--- src/rtl/sq_circular_queue_pkg.sv ---
// Shared types for the LSU store queue: entry/packet layouts and core-wide widths.
package rv32i_types;

  localparam int LSQ_DEPTH    = 8;
  localparam int PHYS_WIDTH   = 6;
  localparam int ROB_ID_WIDTH = 5;

  typedef struct packed {
    logic [ROB_ID_WIDTH-1:0] rob_id;
    logic [PHYS_WIDTH-1:0]   rs1_paddr;
    logic [PHYS_WIDTH-1:0]   rs2_paddr;
    logic [31:0]             imm;
    logic [2:0]              funct3;
  } sq_entry;

  typedef struct packed {
    logic [ROB_ID_WIDTH-1:0] rob_id;
    logic [PHYS_WIDTH-1:0]   rs1_paddr;
    logic [PHYS_WIDTH-1:0]   rs2_paddr;
    logic [31:0]             imm;
    logic [2:0]              funct3;
  } sq_pkt;

endpackage

--- src/rtl/sq_circular_queue.sv ---
// In-order store queue: allocates from dispatch, issues the head store once its
// operands are ready and it is the ROB head, and exports occupancy to the load queue.
module sq_circular_queue
  import rv32i_types::*;
#(
  parameter int  DEPTH      = LSQ_DEPTH,
  localparam int ADDR_WIDTH = $clog2(DEPTH)
) (
  input  logic                             clk,
  input  logic                             rst,
  input  logic                             br_flush,
  input  logic                             enable,
  input  sq_entry                          st_entry_in,
  output logic                             sq_full,
  output logic                             sq_empty,
  output logic [DEPTH-1:0][PHYS_WIDTH-1:0] rs1_out,
  output logic [DEPTH-1:0][PHYS_WIDTH-1:0] rs2_out,
  input  logic [DEPTH-1:0]                 rs1_valid,
  input  logic [DEPTH-1:0]                 rs2_valid,
  input  logic [ROB_ID_WIDTH-1:0]          rob_head_id,
  input  logic                             rob_head_valid,
  output logic                             st_req_valid,
  input  logic                             st_req_ready,
  output sq_pkt                            st_pkt_out,
  output logic                             store_inserted,
  output logic [ADDR_WIDTH-1:0]            store_inserted_index,
  output logic                             store_selected,
  output logic [ADDR_WIDTH-1:0]            store_selected_index,
  output logic [DEPTH-1:0]                 store_valid
);

  // Extra MSB is the wrap bit that separates full from empty.
  typedef logic [ADDR_WIDTH:0] ptr_t;

  ptr_t                  head;
  ptr_t                  tail;
  logic [DEPTH-1:0]      valid;
  sq_entry               queue [DEPTH];

  logic [ADDR_WIDTH-1:0] head_idx;
  logic [ADDR_WIDTH-1:0] tail_idx;
  sq_entry               head_entry;
  logic                  flush;
  logic                  full;
  logic                  empty;
  logic                  head_ready;
  logic                  do_alloc;
  logic                  do_issue;

  assign head_idx   = head[ADDR_WIDTH-1:0];
  assign tail_idx   = tail[ADDR_WIDTH-1:0];
  assign head_entry = queue[head_idx];
  assign flush      = rst | br_flush;

  assign full  = (head[ADDR_WIDTH-1:0] == tail[ADDR_WIDTH-1:0]) &&
                 (head[ADDR_WIDTH] != tail[ADDR_WIDTH]);
  assign empty = (head == tail);

  assign head_ready = valid[head_idx] & rs1_valid[head_idx] & rs2_valid[head_idx] &
                      rob_head_valid & (rob_head_id == head_entry.rob_id);

  assign st_req_valid = head_ready & ~flush;
  assign do_issue     = st_req_valid & st_req_ready;
  // A slot freed by issue becomes allocatable only next cycle, since full is registered.
  assign do_alloc     = enable & ~full & ~flush;

  assign sq_full              = full;
  assign sq_empty             = empty;
  assign store_valid          = valid;
  assign store_inserted       = do_alloc;
  assign store_inserted_index = tail_idx;
  assign store_selected       = do_issue;
  assign store_selected_index = head_idx;

  assign st_pkt_out.rob_id    = head_entry.rob_id;
  assign st_pkt_out.rs1_paddr = head_entry.rs1_paddr;
  assign st_pkt_out.rs2_paddr = head_entry.rs2_paddr;
  assign st_pkt_out.imm       = head_entry.imm;
  assign st_pkt_out.funct3    = head_entry.funct3;

  for (genvar i = 0; i < DEPTH; i++) begin : g_tags
    assign rs1_out[i] = queue[i].rs1_paddr;
    assign rs2_out[i] = queue[i].rs2_paddr;
  end

  // NOTE: sequential state uses non-blocking assignments so every register samples pre-edge values.
  always_ff @(posedge clk) begin
    if (flush) begin
      head  <= '0;
      tail  <= '0;
      valid <= '0;
    end else begin
      if (do_alloc) begin
        valid[tail_idx] <= 1'b1;
        tail            <= tail + ptr_t'(1);
      end
      if (do_issue) begin
        valid[head_idx] <= 1'b0;
        head            <= head + ptr_t'(1);
      end
    end
  end

  // NOTE: the payload array is deliberately not reset; the valid bits qualify every read.
  always_ff @(posedge clk) begin
    if (do_alloc) queue[tail_idx] <= st_entry_in;
  end

endmodule

--- config.mk ---
export PLATFORM = sky130hd
export DESIGN_NAME = sq_circular_queue
export DESIGN_NICKNAME = d
export VERILOG_FILES = /design/src/rtl/sq_circular_queue_pkg.sv /design/src/rtl/sq_circular_queue.sv
export SDC_FILE = /design/constraint.sdc
export NUM_CORES = 1
export LEC_CHECK = 0
export BUFFER_PORTS_ARGS = -buffer_cell sky130_fd_sc_hd__buf_2
export CAP_MARGIN = 20
export CORE_MARGIN = 2
export CORE_UTILIZATION = 50
export CTS_CLUSTER_SIZE = 20
export DETAILED_ROUTE_END_ITERATION = 7
export GPL_TIMING_DRIVEN = 1
export PLACE_DENSITY = 0.79
export SLEW_MARGIN = 20
export SYNTH_ARGS = -nofsm -noshare
export SYNTH_HDL_FRONTEND = slang
export SYNTH_SLANG_ARGS = --single-unit
--- constraint.sdc ---
create_clock -name clk -period 6.7 [get_ports clk]
set_input_delay 0.335 -clock clk [delete_from_list [all_inputs] [get_ports clk]]
set_output_delay 0.335 -clock clk [all_outputs]
set_load 0.1 [all_outputs]
==> impl_metrics.py, run 1 <==
metrics = {
    "worst_setup_path": {
        "reg2reg_setup_slack_ns": 3.10,
        "critPathKind": "reg2out",
        "critPathLaunchType": "flip-flop",
        "r2r_end": "head[1]$_SDFFE_PP0P_",
        "worstPathRequired_ns": 6.36,
        "r2r_cells": 7,
        "crit_arrival_ns": 3.95,
        "path_max_fanout": 37,
        "critPathCaptureType": "primary output",
    },
    "pwr": {
        "p_sw_frac": 0.2053,
        "comb_power_share": 0.036,
        "max-vdd-ir-drop_mv": 0.2530,
        "leakage_nw": 6.634,
        "p_int_mw": 4.447,
        "cellPowerDensity_nw_per_um2": 278.0,
        "power.share.clock": 0.429,
        "switchingPower_mw": 1.149,
        "pwr-share-seq": 0.535,
    },
    "drt": {
        "routedWlPerCell_microns": 23.78,
        "drc": 0,
        "drt_first_iter_violations": 698,
        "wirelength_mm": 36.43,
        "drt_first_pass_iters": 5,
        "via_per_inst": 5.635,
        "vias": 8633,
        "ant_nets": 0,
    },
    "logic_synthesis": {
        "syn_inst": 878,
        "synth_edf_count": 416,
        "synth_top_cell_by_area": "edfxtp_1",
        "async_flop_share": 0,
        "ys_types": 51,
        "ys_ff_latch": 435,
        "ys_top_cells_by_area": "edfxtp_1, mux4_2, buf_4",
        "synth_warnings": 0,
        "syn_area_sq_um": 17680,
        "synth_top_area_share": 0.7064,
        "avgSynthCellArea_sq_um": 20.14,
        "synth-main-ff-cell": "edfxtp_1",
        "synth-seq-area-share": 0.7279,
        "syn_nets": 959,
    },
    "floorplan": {
        "die_y_microns": 192.1,
        "fp.coreArea_sq_um": 34710,
        "num_rows": 68,
        "die_x_microns": 192.1,
        "start_util": 0.5094,
        "die_area_sq_um": 36890,
        "num_io_pins": 246,
    },
    "sta": {
        "hold_viol_final": 0,
        "tns_ns": 0,
        "worst_slew_pin_slew_ns": 0.9742,
        "setup_viol": 0,
        "rsz0062_at_grt": "false",
        "drv_slew": 0,
        "min_period_ns": 4.282,
        "clock_skew_ns": 0.02279,
        "max-slew-margin-rel": 0.3506,
        "max_freq_mhz": 233.5,
        "period_share": 0.6391,
        "holdWs_ns": 0.06040,
    },
    "clock_network": {
        "clock_latency_ns": 0.55,
        "h-tree-depth": 2,
        "clk_pin_slew_ns": 0.06,
        "clock_path_buffers": 3,
        "numCtsBuffers": 42,
        "post_cts_buffers": 0,
        "cts_resized": 0,
        "holdBufCountCts": 0,
        "clock-root-buffer": "clkbuf_16",
        "cts.sinks": 435,
        "cts_tree": "yes",
    },
    "global_route": {
        "grt_max_degree": 57,
        "grt_pass1_wl_mm": 54.38,
        "antenna_found_initial": 6,
        "grt_pass1_vias": 9007,
        "track_usage": 0.1985,
        "grt_overflow": 0,
    },
    "flow_run": {
        "maxCapViolCount": 0,
    },
    "final_layout": {
        "nets": 1120,
        "drive_gt1_frac": 0.4501,
        "areaGrowthSynthToFinish_pct": 13.82,
        "final_cell_mix": "edfxtp_1, buf_2, mux4_2, mux2_2, clkbuf_16",
        "final_common_cell": "edfxtp_1",
    },
    "status": {
        "status": "finished clean",
    },
    "placement": {
        "dp_hpwl_mm": 21.77,
        "place_congestion": 0.8212,
        "io_buffers": 245,
    },
    "worst_hold_path": {
        "worst_hold_path_type": "in2reg",
        "holdPathStages": 1,
        "hold_end": "queue[3][39]$_DFFE_PP_",
        "hold_start": "st_entry_in[39]",
    },
}
[how the worst max path moves through the flow]
stage | cells past startpoint | to | slack, ns
after floorplan | 7 | store_selected | 0.52
after global placement | 8 | store_selected | 2.92
after detailed placement | 8 | store_selected | 2.87
after CTS | 8 | store_selected | 2.29
after global routing | 8 | store_selected | 2.08
final | 8 | store_selected | 2.42
[synthesized netlist by cell type, types with 2 or more instances]
library cell,n
nand2_1,13
buf_4,103
buf_6,3
dfxtp_1,19
or3_1,4
nor3_1,4
ha_1,2
buf_2,11
buf_1,6
nor2b_1,4
nor2_1,21
nand3_1,3
a22oi_1,5
xor2_1,3
o211ai_1,3
nand2b_1,2
clkbuf_1,17
nor4_2,2
inv_1,5
mux2i_1,27
o21ai_1,2
and2_1,3
o21ai_0,10
and3_1,3
and4_1,2
a21oi_1,2
mux4_2,97
a31oi_1,8
a22o_1,2
mux2_2,47
edfxtp_1,416
o2111ai_1,4
xnor2_1,7
[power groups by stage]
stage	combinational (mW)	sequential (mW)	clock (mW)
after floorplan	0.128	3.06	0
after global placement	0.198	3.05	0
after detailed placement	0.203	3.05	0
after CTS	0.204	2.99	2.45
after global routing	0.214	2.99	2.55
final	0.202	2.99	2.40
[cell families (layout without fill, tap and decap cells)]
kind of cell,Yosys count,count (layout),share of synthesized area
DFF,435,435,0.7279
muxes,174,174,0.1722
xor gates and xnor gates,11,11,0.005873
and+or+nand+nor,67,67,0.02045
other,0,4,0
AOI/OAI and AO/OA,42,42,0.01705
adders and majority gates,2,2,0.001415
buffers and inverters,147,342,0.05512
[cell type report]
cell class | count | area [sq um]
Inverter | 7 | 26.28
Tap cell | 455 | 569.3
Clock buffer | 50 | 1091
Clock inverter | 28 | 339.1
Fill cell | 2541 | 14590
Timing Repair Buffer | 257 | 1316
Multi-Input combinational cell | 296 | 3891
Sequential cell | 435 | 12880
Antenna cell | 4 | 10.01
[worst max-delay path: stages, from the launching register on]
cell and delay [ns]:
dfxtp_4 0.84, buf_4 0.68, mux2i_1 0.16, a22oi_1 0.28
and3_1 0.26, o211ai_4 0.13, or2_1 0.25, nor4_1 0.31
buf_2 0.49
[per-stage QoR]
| step | setup slack (ns) | cells | total power [mW] | cell area [sq um] | utilization |
|---|---|---|---|---|---|
| 3_5_place_dp | 2.871 | 1450 | 3.255 | 18690 | 0.5383 |
| 5_1_grt | 2.083 | 1528 | 5.761 | 20120 | 0.5795 |
| 2_1_floorplan | 0.5200 | 878 | 3.183 | 17680 | - |
| 6_report | 2.418 | 1532 | 5.596 | 20130 | 0.5798 |
| 3_3_place_gp | 2.920 | 1450 | 3.249 | 18690 | 0.5383 |
| 4_1_cts | 2.290 | 1528 | 5.642 | 20120 | 0.5795 |
[routing by layer]
layer,track usage,vias to the layer above,share of wire
li1,-,3773,-
met1,0.2571,4500,0.41
met2,0.3517,303,0.52
met3,0.03325,55,0.056
met4,0.04756,2,0.018
met5,0,-,0.00044
[state kept, by name, indices dropped and copies added, names as in the netlist, named ones only]
name         count
tail             4
store_valid      8
head             4
queue          416
No activity file was read; power rests on OpenSTA's default activity.
==> run 2: changes to the inputs <==
ABC_AREA = 1   (was not set)
PLACE_DENSITY = 0.82   (was 0.79)
clock period = 3.9 ns   (was 6.7 ns; I/O delays follow)
==> run 2 against run 1 <==
- non-clock buffer count grew 63
- combinational power rose by 96%
- total power grew 66%
- utilization increased by 0.93 points
- first-iteration DRC count rose by 44%
- worst setup slack got worse by 2.1 ns
- cell count grew 47%
- clock skew decreased by 0.0037 ns
- sequential power grew 72%
- design area up 4.6%
- critical endpoint unchanged
==> impl_metrics.py, run 2 <==
metrics = {
    "status": {
        "status": "finished clean",
    },
    "worst_setup_path": {
        "timing.critical_path.mode_cell": "nand3_1",
        "critPathLaunchType": "flip-flop",
        "worstPathRequired_ns": 3.70,
        "crit_path_cell_trace": "buf_4, nand2_1, nand3_1, nand3_1, nand3_1, nand2_1, nor2_2, nand3_2, nor2_4, buf_2",
        "worst_path_max_delay_cell": "buf_4",
        "max_stage_delay_ns": 0.69,
        "critPathCaptureType": "primary output",
        "critPathKind": "reg2out",
        "crit_arrival_ns": 3.35,
        "path_max_fanout": 82,
    },
    "sta": {
        "worst_slew_pin_slew_ns": 0.9666,
        "clock_skew_ns": 0.01910,
        "rsz0062_at_grt": "false",
        "setup_viol": 0,
        "max-slew-margin-rel": 0.3547,
        "hold_viol_final": 0,
        "holdWs_ns": 0.05319,
        "drv_slew": 0,
        "min_period_ns": 3.541,
        "tns_ns": 0,
        "max_freq_mhz": 282.4,
        "period_share": 0.9080,
        "fin_ws_ns": 0.3589,
    },
    "pwr": {
        "power.share.clock": 0.404,
        "comb_power_share": 0.043,
        "switchingPower_mw": 1.909,
        "pwr-share-seq": 0.553,
        "p_int_mw": 7.390,
        "cellPowerDensity_nw_per_um2": 441.7,
        "max-vdd-ir-drop_mv": 0.2750,
        "leakage_nw": 7.877,
        "p_sw_frac": 0.2053,
    },
    "logic_synthesis": {
        "syn_area_sq_um": 18220,
        "yosys.area_share.simple": 0.1221,
        "synth_edf_count": 416,
        "synth-main-ff-cell": "edfxtp_1",
        "synth_compound_area_frac": 0.09008,
        "ys_types": 28,
        "syn_inst": 1575,
        "syn_nets": 1656,
        "synth_top_area_share": 0.6855,
        "synth_top_family_by_area": "simple AND/OR/NAND/NOR gates",
        "synth-adder-area-share": 0.001373,
        "async_flop_share": 0,
        "avgSynthCellArea_sq_um": 11.57,
        "synth_warnings": 0,
        "synth_xor_area_frac": 0.0009612,
        "ys_top_cells_by_area": "edfxtp_1, nor2_1, o21ai_0",
        "yosysMostFrequentCell": "edfxtp_1",
        "synthTopCellsByCount": "edfxtp_1, nor2_1, o21ai_0",
        "muxShareOfSynthArea": 0,
        "synth_top_cell_by_area": "edfxtp_1",
        "ys_ff_latch": 435,
        "synth-seq-area-share": 0.7064,
    },
    "drt": {
        "vias": 12400,
        "via_per_inst": 5.514,
        "wirelength_mm": 42.02,
        "drt_first_pass_iters": 6,
        "ant_nets": 0,
        "drt_first_iter_violations": 1002,
        "routedWlPerCell_microns": 18.68,
        "drc": 0,
    },
    "global_route": {
        "grt_pass1_wl_mm": 64.68,
        "grt_overflow": 0,
        "grt_pass1_vias": 12140,
        "track_usage": 0.2162,
        "grt_max_degree": 113,
        "antenna_found_initial": 7,
    },
    "final_layout": {
        "area.sequential_sq_um": 12880,
        "final_common_cell": "edfxtp_1",
        "drive_gt1_frac": 0.1916,
        "nets": 1836,
        "multi_input_area_sq_um": 3964,
        "final_cell_mix": "edfxtp_1, nor2_1, buf_2, o21ai_0, nand2_1",
        "final_cells": 2249,
        "fin_area_sq_um": 21060,
        "fillers": 2820,
        "top_register": "queue",
        "largest_register_ffs": 416,
        "areaGrowthSynthToFinish_pct": 15.54,
    },
    "clock_network": {
        "clock_latency_ns": 0.53,
        "h-tree-depth": 2,
        "clock_path_buffers": 3,
        "cts.sinks": 435,
        "clock-root-buffer": "clkbuf_16",
        "cts_tree": "yes",
        "numCtsBuffers": 43,
        "cts_resized": 0,
        "clk_pin_slew_ns": 0.06,
    },
    "worst_hold_path": {
        "worst_hold_path_type": "in2reg",
    },
    "placement": {
        "place_congestion": 0.9063,
        "dp_worst_setup_slack_ns": 0.8698,
        "dp_cells": 2119,
        "io_buffers": 245,
        "dp_hpwl_mm": 24.71,
        "dpl_cell_area_sq_um": 19260,
    },
    "floorplan": {
        "start_util": 0.5099,
        "num_io_pins": 246,
        "fp.coreArea_sq_um": 35740,
        "die_x_microns": 194.9,
        "num_rows": 69,
        "die_y_microns": 194.9,
        "die_area_sq_um": 37990,
    },
    "flow_run": {
        "maxCapViolCount": 0,
    },
}
==> run 2: through the flow <==
stage                     total power [mW]    util
after detailed placement             5.592  0.5388
after CTS                            9.366  0.5889
after global routing                 9.583  0.5891
after global placement               5.583  0.5388
final                                9.300  0.5891
after floorplan                      5.465       -
==> run 2: logic make-up after synthesis <==
logic type                 count (synthesis)
and+or+nand+nor                          566
DFF                                      435
AOI/OAI and AO/OA                        300
buffers and inverters                    270
xor gates and xnor gates                   2
adders and majority gates                  2
==> run 2: worst max-delay path: cells and delay by family (launching register included) <==
| kind | cells | cell delay, ns |
|---|---|---|
| simple gates | 8 | 1.16 |
| buf+inv | 2 | 1.15 |
| flops | 1 | 0.50 |
==> run 2: path summary, 6_finish.rpt <==
check / to / cells past startpoint / from / slack (ns)
worst max-delay path: store_selected / 10 / flip-flop / 0.36
worst min-delay path: tail[0]$_SDFFE_PP0P_ / 4 / rst / 0.05
worst max register to register: queue[4][16]$_DFFE_PP_ / 8 / head[2]$_SDFFE_PP0P_ / 0.88
worst min register to register: tail[3]$_SDFFE_PP0P_ / 1 / tail[3]$_SDFFE_PP0P_ / 0.51
==> run 2: repair_timing <==
item	4_1_cts	5_1_grt
hold buffers	52	0
buffers inserted	0	0
endpoints found under the hold margin	416	0
==> run 2: power groups by stage <==
stage	Sequential, mW	Clock, mW	Combinational [mW]
after global routing	5.14	4.02	0.423
after detailed placement	5.24	0	0.350
after CTS	5.14	3.83	0.395
after floorplan	5.25	0	0.219
final	5.14	3.76	0.396
after global placement	5.24	0	0.343
==> run 2: routing by layer <==
metal,part of all wire,up-vias,GRT usage
met5,0.0012,-,0
met4,0.020,8,0.06305
met3,0.078,82,0.04338
met2,0.49,566,0.3700
met1,0.41,6003,0.2807
li1,-,5743,-
==> run 2: cell type report <==
class,count,share of cell area
sequential,435,0.6117
multi-input combinational,870,0.1882
timing repair buffer,320,0.09650
clock buffer,53,0.05289
tap,461,0.02739
inverter,85,0.01551
clock inverter,22,0.007428
antenna,3,0.0003565
